<file path="config.mk">
export PLATFORM = sky130hd
export DESIGN_NAME = pc_branch_unit
export DESIGN_NICKNAME = d
export VERILOG_FILES = /design/src/rtl/pc_pkg.sv /design/src/rtl/branch_cond.sv /design/src/rtl/pc_branch_unit.sv
export SDC_FILE = /design/constraint.sdc
export NUM_CORES = 1
export LEC_CHECK = 0
export CORE_ASPECT_RATIO = 0.75
export CORE_MARGIN = 2
export CORE_UTILIZATION = 54
export DETAILED_ROUTE_END_ITERATION = 10
export PLACE_DENSITY = 0.95
export SLEW_MARGIN = 15
export SYNTH_ARGS = -nofsm -noshare
export SYNTH_HDL_FRONTEND = slang
export SYNTH_HIERARCHICAL = 1
export SYNTH_SLANG_ARGS = --single-unit
</file>
<file path="constraint.sdc">
create_clock -name clk -period 5.5 [get_ports clk]
set_clock_uncertainty 0.05 [all_clocks]
set_input_delay 1.1 -clock clk [delete_from_list [all_inputs] [get_ports clk]]
set_output_delay 1.1 -clock clk [all_outputs]
set_load 0.05 [all_outputs]
</file>
<file path="src/rtl/pc_pkg.sv">
// Shared definitions for the PC / branch unit: branch condition codes,
// the redirect FSM state type and the default PC width.
package pc_pkg;

  localparam int XLEN_DEFAULT = 32;

  // funct3 encodings of the conditional branches
  localparam logic [2:0] BEQ  = 3'b000;
  localparam logic [2:0] BNE  = 3'b001;
  localparam logic [2:0] BLT  = 3'b100;
  localparam logic [2:0] BGE  = 3'b101;
  localparam logic [2:0] BLTU = 3'b110;
  localparam logic [2:0] BGEU = 3'b111;

  // IDLE: no redirect waiting; HOLD: redirect captured during a stall
  typedef enum logic {
    ST_IDLE = 1'b0,
    ST_HOLD = 1'b1
  } pc_state_e;

endpackage

</file>
<file path="src/rtl/branch_cond.sv">
// Branch condition decode: maps funct3 and the ALU compare flags to a
// taken indication. Unused encodings (010/011) never take.
module branch_cond
  import pc_pkg::*;
(
  input  logic [2:0] funct3_i,
  input  logic       alu_zero_i,
  input  logic       alu_lt_i,
  input  logic       alu_ltu_i,
  output logic       taken_o
);

  // Select the flag (or its inverse) named by funct3
  always_comb begin
    taken_o = 1'b0;
    case (funct3_i)
      BEQ:     taken_o = alu_zero_i;
      BNE:     taken_o = ~alu_zero_i;
      BLT:     taken_o = alu_lt_i;
      BGE:     taken_o = ~alu_lt_i;
      BLTU:    taken_o = alu_ltu_i;
      BGEU:    taken_o = ~alu_ltu_i;
      default: taken_o = 1'b0;
    endcase
  end

endmodule

</file>
<file path="src/rtl/pc_branch_unit.sv">
// Program counter with branch/jump redirect, stall-time redirect capture,
// misaligned-target trap and fetch/decode flush generation.
// Optional feature: define PC_BRANCH_STATS_EN to add branch statistics
// counters (branch_cnt_o, taken_cnt_o).
//
// Flow control: stall_i=1 freezes pc_o for that cycle. An aligned redirect
// seen while stalled is remembered (first one wins) and applied in the first
// cycle with stall_i=0; redirect inputs in that release cycle are ignored.
// state_o exposes the FSM state (1 = HOLD, a redirect is pending).
module pc_branch_unit
  import pc_pkg::*;
#(
  parameter int              XLEN     = XLEN_DEFAULT,
  parameter logic [XLEN-1:0] RESET_PC = '0
) (
  input  logic            clk,
  input  logic            rst,
  input  logic            stall_i,
  input  logic            branch_i,
  input  logic            jump_i,
  input  logic [2:0]      funct3_i,
  input  logic            alu_zero_i,
  input  logic            alu_lt_i,
  input  logic            alu_ltu_i,
  input  logic [XLEN-1:0] target_i,
  output logic [XLEN-1:0] pc_o,
  output logic [XLEN-1:0] pc_plus4_o,
  output logic            flush_o,
  output logic            misalign_o,
  output logic            state_o
`ifdef PC_BRANCH_STATS_EN
  ,
  output logic [31:0]     branch_cnt_o,
  output logic [31:0]     taken_cnt_o
`endif
);

  pc_state_e       state_q, state_d;
  logic [XLEN-1:0] pc_q, pc_d;
  logic [XLEN-1:0] pend_q, pend_d;
  logic            flush_q, flush_d;
  logic            misalign_q, misalign_d;

  logic taken;
  logic redirect;
  logic misal;
  logic aligned_redir;

  branch_cond u_cond (
    .funct3_i   (funct3_i),
    .alu_zero_i (alu_zero_i),
    .alu_lt_i   (alu_lt_i),
    .alu_ltu_i  (alu_ltu_i),
    .taken_o    (taken)
  );

  assign redirect      = (branch_i & taken) | jump_i;
  assign misal         = redirect & (target_i[1:0] != 2'b00);
  assign aligned_redir = redirect & ~misal;

  assign pc_plus4_o = pc_q + XLEN'(4);
  assign pc_o       = pc_q;
  assign flush_o    = flush_q;
  assign misalign_o = misalign_q;
  assign state_o    = (state_q == ST_HOLD);

  // Next PC, pending-target capture and one-cycle flush/trap pulses
  always_comb begin
    state_d    = state_q;
    pc_d       = pc_q;
    pend_d     = pend_q;
    flush_d    = 1'b0;
    misalign_d = 1'b0;
    case (state_q)
      ST_IDLE: begin
        if (!stall_i) begin
          // A misaligned target falls back to the sequential path
          if (aligned_redir) begin
            pc_d    = target_i;
            flush_d = 1'b1;
          end else begin
            pc_d = pc_plus4_o;
          end
          misalign_d = misal;
        end else if (aligned_redir) begin
          pend_d  = target_i;
          state_d = ST_HOLD;
        end
      end
      ST_HOLD: begin
        // Later redirects during the stall are dropped; the pending target wins
        if (!stall_i) begin
          pc_d    = pend_q;
          pend_d  = '0;
          flush_d = 1'b1;
          state_d = ST_IDLE;
        end
      end
      default: state_d = ST_IDLE;
    endcase
  end

  // State register; reset discards any pending redirect
  always_ff @(posedge clk or posedge rst) begin
    if (rst) begin
      state_q    <= ST_IDLE;
      pc_q       <= RESET_PC;
      pend_q     <= '0;
      flush_q    <= 1'b0;
      misalign_q <= 1'b0;
    end else begin
      state_q    <= state_d;
      pc_q       <= pc_d;
      pend_q     <= pend_d;
      flush_q    <= flush_d;
      misalign_q <= misalign_d;
    end
  end

`ifdef PC_BRANCH_STATS_EN
  logic [31:0] branch_cnt_q, branch_cnt_d;
  logic [31:0] taken_cnt_q, taken_cnt_d;
  logic        accept;

  // A branch counts when it is acted on now or captured as the pending target
  always_comb begin
    accept       = (state_q == ST_IDLE) & (~stall_i | aligned_redir);
    branch_cnt_d = branch_cnt_q + {31'd0, branch_i & accept};
    taken_cnt_d  = taken_cnt_q + {31'd0, branch_i & taken & accept};
  end

  // Free-running wrapping statistics counters
  always_ff @(posedge clk or posedge rst) begin
    if (rst) begin
      branch_cnt_q <= '0;
      taken_cnt_q  <= '0;
    end else begin
      branch_cnt_q <= branch_cnt_d;
      taken_cnt_q  <= taken_cnt_d;
    end
  end

  assign branch_cnt_o = branch_cnt_q;
  assign taken_cnt_o  = taken_cnt_q;
`endif

endmodule

</file>
Word level (Yosys, flattened, before mapping)
Cells that the tools add are included.
- add/sub/neg operators: 1
- multiply operators: 0
- div/mod/pow operators: 0
- magnitude comparators: 0
- equal/unequal tests: 9
- shifts and indexed selects: 0
- multiplexer cells: 18
- bitwise operators: 9
- reductions and logical operators: 4
- operators by type and width (operator ; number):
    $mux W32 ; 6
    $pmux W32 S2 ; 2
    $add A32 B3 Y32 const B ; 1
    $eq A3 B3 Y1 const B ; 4
    $ne A2 B2 Y1 const B ; 4
    $mux W1 ; 7
    $pmux W1 S6 ; 1
    $not A1 Y1 ; 5
    $pmux W1 S2 ; 2
    $and A1 B1 Y1 ; 3
    $eq A3 B1 Y1 const B ; 1
    $logic_not A3 Y1 ; 1
    $reduce_and A3 Y1 ; 1
    $reduce_and A2 Y1 ; 1
    $reduce_bool A2 Y1 ; 1
    $or A1 B1 Y1 ; 1
- register bits after elaboration: 67
- bits in latches: 0
- RAM bits: 0
- memory bits (read-only): 0
- input bits: 43
- output and inout port bits: 67
- logic and storage cells: 46
- memories: 0

Longest topological paths before layout
Gate-level depths: netlist of run 1.
- word-level depth: 10
- depth in mapped cells: 8
- depth with buffers taken out: 7

Modules after synthesis
Netlist of run 1, hierarchy kept.
- modules (own cells, without submodules) (module ; times used ; cells an instance ; area each (µm²)):
    pc_branch_unit ; 1 ; 486 ; 4237.8
    branch_cond ; 1 ; 5 ; 40.0

Least setup slack after synthesis of run 1
No wires, ideal clock.
- path kind: reg-to-output
- start: register pc_q[14], in the netlist pc_o[14]
- end: output port pc_plus4_o[30]
- arrival: 2.951 ns
- required time: 4.350 ns
- path slack: 1.399 ns
- cell stages (with the launch flop): 7
- path buffers: 2
- path through: dfrtp_1 -> buf_2 -> nand4_1 -> or4_4 -> buf_6 -> or3_4 -> xnor2_1
- word-level cells in the longest chain between the ends: 1
- ends and longest elaborated chain (element ; line ; source):
    start: declaration ; pc_branch_unit.sv:39 ; logic [XLEN-1:0] pc_q, pc_d;
    start signal: assignment ; pc_branch_unit.sv:113 ; pc_q <= pc_d;
    $add A32 B3 Y32 ; pc_branch_unit.sv:61 ; assign pc_plus4_o = pc_q + XLEN'(4);
    end: declaration ; pc_branch_unit.sv:27 ; output logic [XLEN-1:0] pc_plus4_o,
Every way passes these cells.

Final worst setup path of run 1
- start: register pc_q[2], in the netlist pc_o[2]
- end: output port pc_plus4_o[22]
Same word-level chain as after synthesis.

==> impl_metrics.py, run 1 <==
metrics = {
    "run_status": {
        "status": "finished, final reports clean",
    },
    "worst_setup_path": {
        "cp-end-kind": "output pin",
        "cp.arrival_ns": 3.55,
        "criticalPathCategory": "flip-flop to output pin",
        "crit_start": "pc_o[2]$_DFFE_PP0P_",
        "cp_max_fo": 14,
        "rr_startpoint": "pc_o[2]$_DFFE_PP0P_",
        "start_kind": "flip-flop",
        "reg2reg_slack_ns": 2.78,
        "required_ns": 4.35,
        "rr_worst_depth": 5,
        "timing.rr.end": "pc_o[18]$_DFFE_PP0P_",
    },
    "sta": {
        "drv_slew": 0,
        "fmax_mhz": 212.9,
        "rsz0062_at_grt": "no",
        "fin_tns_setup_ns": 0,
        "slew-limit-headroom_pct": 36.52,
        "tightestPinTransition_ns": 0.9449,
        "finalSetupViolations": 0,
        "timing_hold_violations_final": 0,
        "period_needed_ns": 4.697,
        "finalCritPeriodShare_pct": 85.40,
    },
    "detailed_routing": {
        "antenna_left": 0,
        "totalWireLength_um": 13500,
        "first_pass_iters": 5,
        "avgRoutedWirePerCell_um": 19.79,
        "route.detailed.drc": 0,
        "dr_total_vias": 4612,
        "routed_via_density": 6.762,
        "initialDrtViolationCount": 484,
    },
    "pwr": {
        "power.leakage_nw": 2.302,
        "power_density_nw_per_um2": 430.6,
        "ir_drop_v": 0.0005466,
        "power.total_mw": 2.408,
    },
    "floorplanning": {
        "die_y_um": 81.08,
        "pin_count": 110,
        "die_area_sq_um": 8657,
        "initial_utilization_pct": 55.00,
        "core-area_sq_um": 7777,
        "die_x_um": 106.8,
        "rows": 28,
    },
    "grt": {
        "grt_pass1_vias": 4305,
        "antenna_found_initial": 0,
        "grt_max_degree": 60,
        "grt_pass1_wl_um": 21430,
        "grt_usage_pct": 31.78,
        "overflow": 0,
    },
    "clock_tree": {
        "cts_root_buffer": "clkbuf_8",
        "clock_latency_ns": 0.36,
        "cts_tree": "yes",
        "cts_setup_buffers": 0,
        "h-tree-depth": 3,
        "clk_pin_slew_worst_paths_ns": 0.08,
        "cts_resized": 0,
        "hold_buffers": 0,
        "cts.sinks": 67,
        "cts_buffer_depth": 2,
        "numCtsBuffers": 9,
    },
    "logic_synthesis": {
        "synth_nets": 535,
        "synth.avg_cell_area_sq_um": 8.713,
        "ys_seq_elements": 67,
        "yosysUniqueCellTypes": 60,
        "yosys_warnings": 6,
        "syn_inst": 491,
        "synth_seq_area_share_pct": 39.19,
        "synth_flop_cell": "dfrtp_1",
        "synth_edf_count": 0,
        "syn_area_sq_um": 4278,
        "async_flop_share_pct": 100.0,
    },
    "worst_hold_path": {
        "worstHoldPathCells": 1,
        "hold_start": "pend_q[6]$_DFFE_PP0P_",
        "holdPathEnd": "pend_q[6]$_DFFE_PP0P_",
        "hold_path.class": "flip-flop to flip-flop",
    },
    "placement": {
        "gp_congestion": 1.001,
        "portBuffers": 109,
        "placed_cell_area_sq_um": 5370,
        "post-dp-hpwl_um": 9291,
    },
    "final_layout": {
        "syn2layout_area_growth_pct": 30.74,
        "antenna_cells": 0,
        "drive_gt1_share_pct": 6.932,
        "final_area_sq_um": 5593,
        "final_nets": 616,
    },
    "flow_run": {
        "drv_cap": 0,
    },
}
## power breakdown
part	switching, mW	internal, mW	leakage (nW)	total [mW]
clock network	0.212	0.258	0.110	0.470
logic	0.751	0.405	1.32	1.16
registers	0.185	0.598	0.867	0.782
total	1.15	1.26	2.30	2.41
## sequential cells by signal (all words and copies together), names as in the netlist
register,count
misalign_o,1
state_o,1
pc_o,32
flush_o,1
pend_q,32
## cells by family (layout without fill, tap and decap cells)
family | count (synthesis) | in the layout | synth area share [%]
and+or+nand+nor | 177 | 177 | 20.91
AOI/OAI and AO/OA | 144 | 144 | 26.32
buffers and inverters | 72 | 158 | 6.990
DFF | 67 | 67 | 39.19
xor gates and xnor gates | 26 | 26 | 5.323
muxes | 4 | 4 | 0.9652
adders and majority gates | 1 | 1 | 0.2924
## per-layer routing
layer | track usage, % | share of wire, % | vias up | wire length [um]
met3 | 7.865 | 11 | 65 | 1438
li1 | - | - | 2009 | -
met2 | 51.46 | 46 | 366 | 6252
met1 | 41.29 | 39 | 2172 | 5289
met5 | 0 | 0 | - | 0
met4 | 13.12 | 3.8 | 0 | 518
## cells in the final DEF (no fill, tap or decap), types with 14 or more instances in the layout
cell type        instances
clkdlybuf4s50_1        109
dfrtp_1                 67
nand2_1                 59
nor2_1                  25
inv_1                   22
nand3_1                 19
nand4_1                 19
a22o_1                  18
o41ai_1                 16
xnor2_1                 14
o2bb2ai_1               14
## final cells by class
type / instances / area, sq um
tap: 105 / 131.4
sequential: 67 / 1677
clock buffer: 9 / 123.9
inverter: 23 / 86.33
multi-input combinational: 352 / 2310
timing repair buffer: 119 / 1166
clock inverter: 7 / 98.84
fill: 592 / 2185
## critical path, stage by stage, from the launching register on
cell and delay (ns):
dfrtp_1 0.64, ha_1 0.38, and3_1 0.33, nand4_1 0.50, nor2_1 0.32, xnor2_1 0.18
clkdlybuf4s50_1 0.84
## per-stage QoR
stage | setup slack [ns] | instances | hold WS (ns) | utilization, %
floorplan | 1.399 | 491 | 0.3981 | -
global placement | 1.346 | 666 | 0.4118 | 69.00
detailed placement | 1.293 | 666 | 0.4231 | 69.05
CTS | 0.8979 | 682 | 0.4424 | 71.91
global route | 0.6490 | 682 | 0.4504 | 71.91
finish | 0.8030 | 682 | 0.4493 | 71.91
## cells in the mapped netlist (all sizes together) (3+ instances only)
cell	n	area share, %
o2bb2ai	14	2.9
or4	8	1.5
o41a	4	1.1
clkbuf	37	3.2
a22oi	6	1.1
o41ai	16	3.3
o31a	3	0.61
xor2	12	2.5
nand2	59	5.2
or2	6	0.88
a31oi	5	0.73
a41oi	5	1.0
nor3	12	1.4
xnor2	14	2.9
and3	9	1.3
and4	3	0.61
mux2i	3	0.70
buf	12	1.7
o211a	3	0.70
a21o	5	0.88
nor4	4	0.58
o21ai	13	1.5
o311ai	4	0.82
dfrtp	67	39
nor2	25	2.2
inv	23	2.0
nand3	20	2.5
o211ai	12	2.1
nand4	20	3.1
a22o	18	3.7
or3	4	0.70
a211oi	3	0.53
a21oi	13	1.5
and2	6	0.88
## worst max-delay path by stage
| stage | endpoint | slack [ns] | depth (start not counted) |
|---|---|---|---|
| 2_1_floorplan | pc_plus4_o[30] | 1.40 | 6 |
| 3_3_place_gp | pc_plus4_o[22] | 1.35 | 6 |
| 3_5_place_dp | pc_plus4_o[22] | 1.29 | 6 |
| 4_1_cts | pc_plus4_o[22] | 0.90 | 6 |
| 5_1_grt | pc_plus4_o[22] | 0.65 | 6 |
| 6_report | pc_plus4_o[22] | 0.80 | 6 |
Power figures use the tool's default switching activity.
==> run 2, diff against run 1 <==
--- a/config.mk
+++ b/config.mk
@@ -8,6 +8,7 @@
 export CORE_ASPECT_RATIO = 0.75
 export CORE_MARGIN = 2
 export CORE_UTILIZATION = 54
+export CTS_CLUSTER_SIZE = 10
 export DETAILED_ROUTE_END_ITERATION = 10
 export PLACE_DENSITY = 0.95
 export SLEW_MARGIN = 15
==> results of run 2 <==
The final DEF is identical to that of run 1; final timing and power are the same.
==> run 3, diff against run 2 <==
--- a/config.mk
+++ b/config.mk
@@ -10,6 +10,7 @@
 export CORE_UTILIZATION = 54
 export CTS_CLUSTER_SIZE = 10
 export DETAILED_ROUTE_END_ITERATION = 10
+export HOLD_SLACK_MARGIN = 0.06
 export PLACE_DENSITY = 0.95
 export SLEW_MARGIN = 15
 export SYNTH_ARGS = -nofsm -noshare
==> results of run 3 <==
The final DEF is identical to that of run 1; final timing and power are the same.
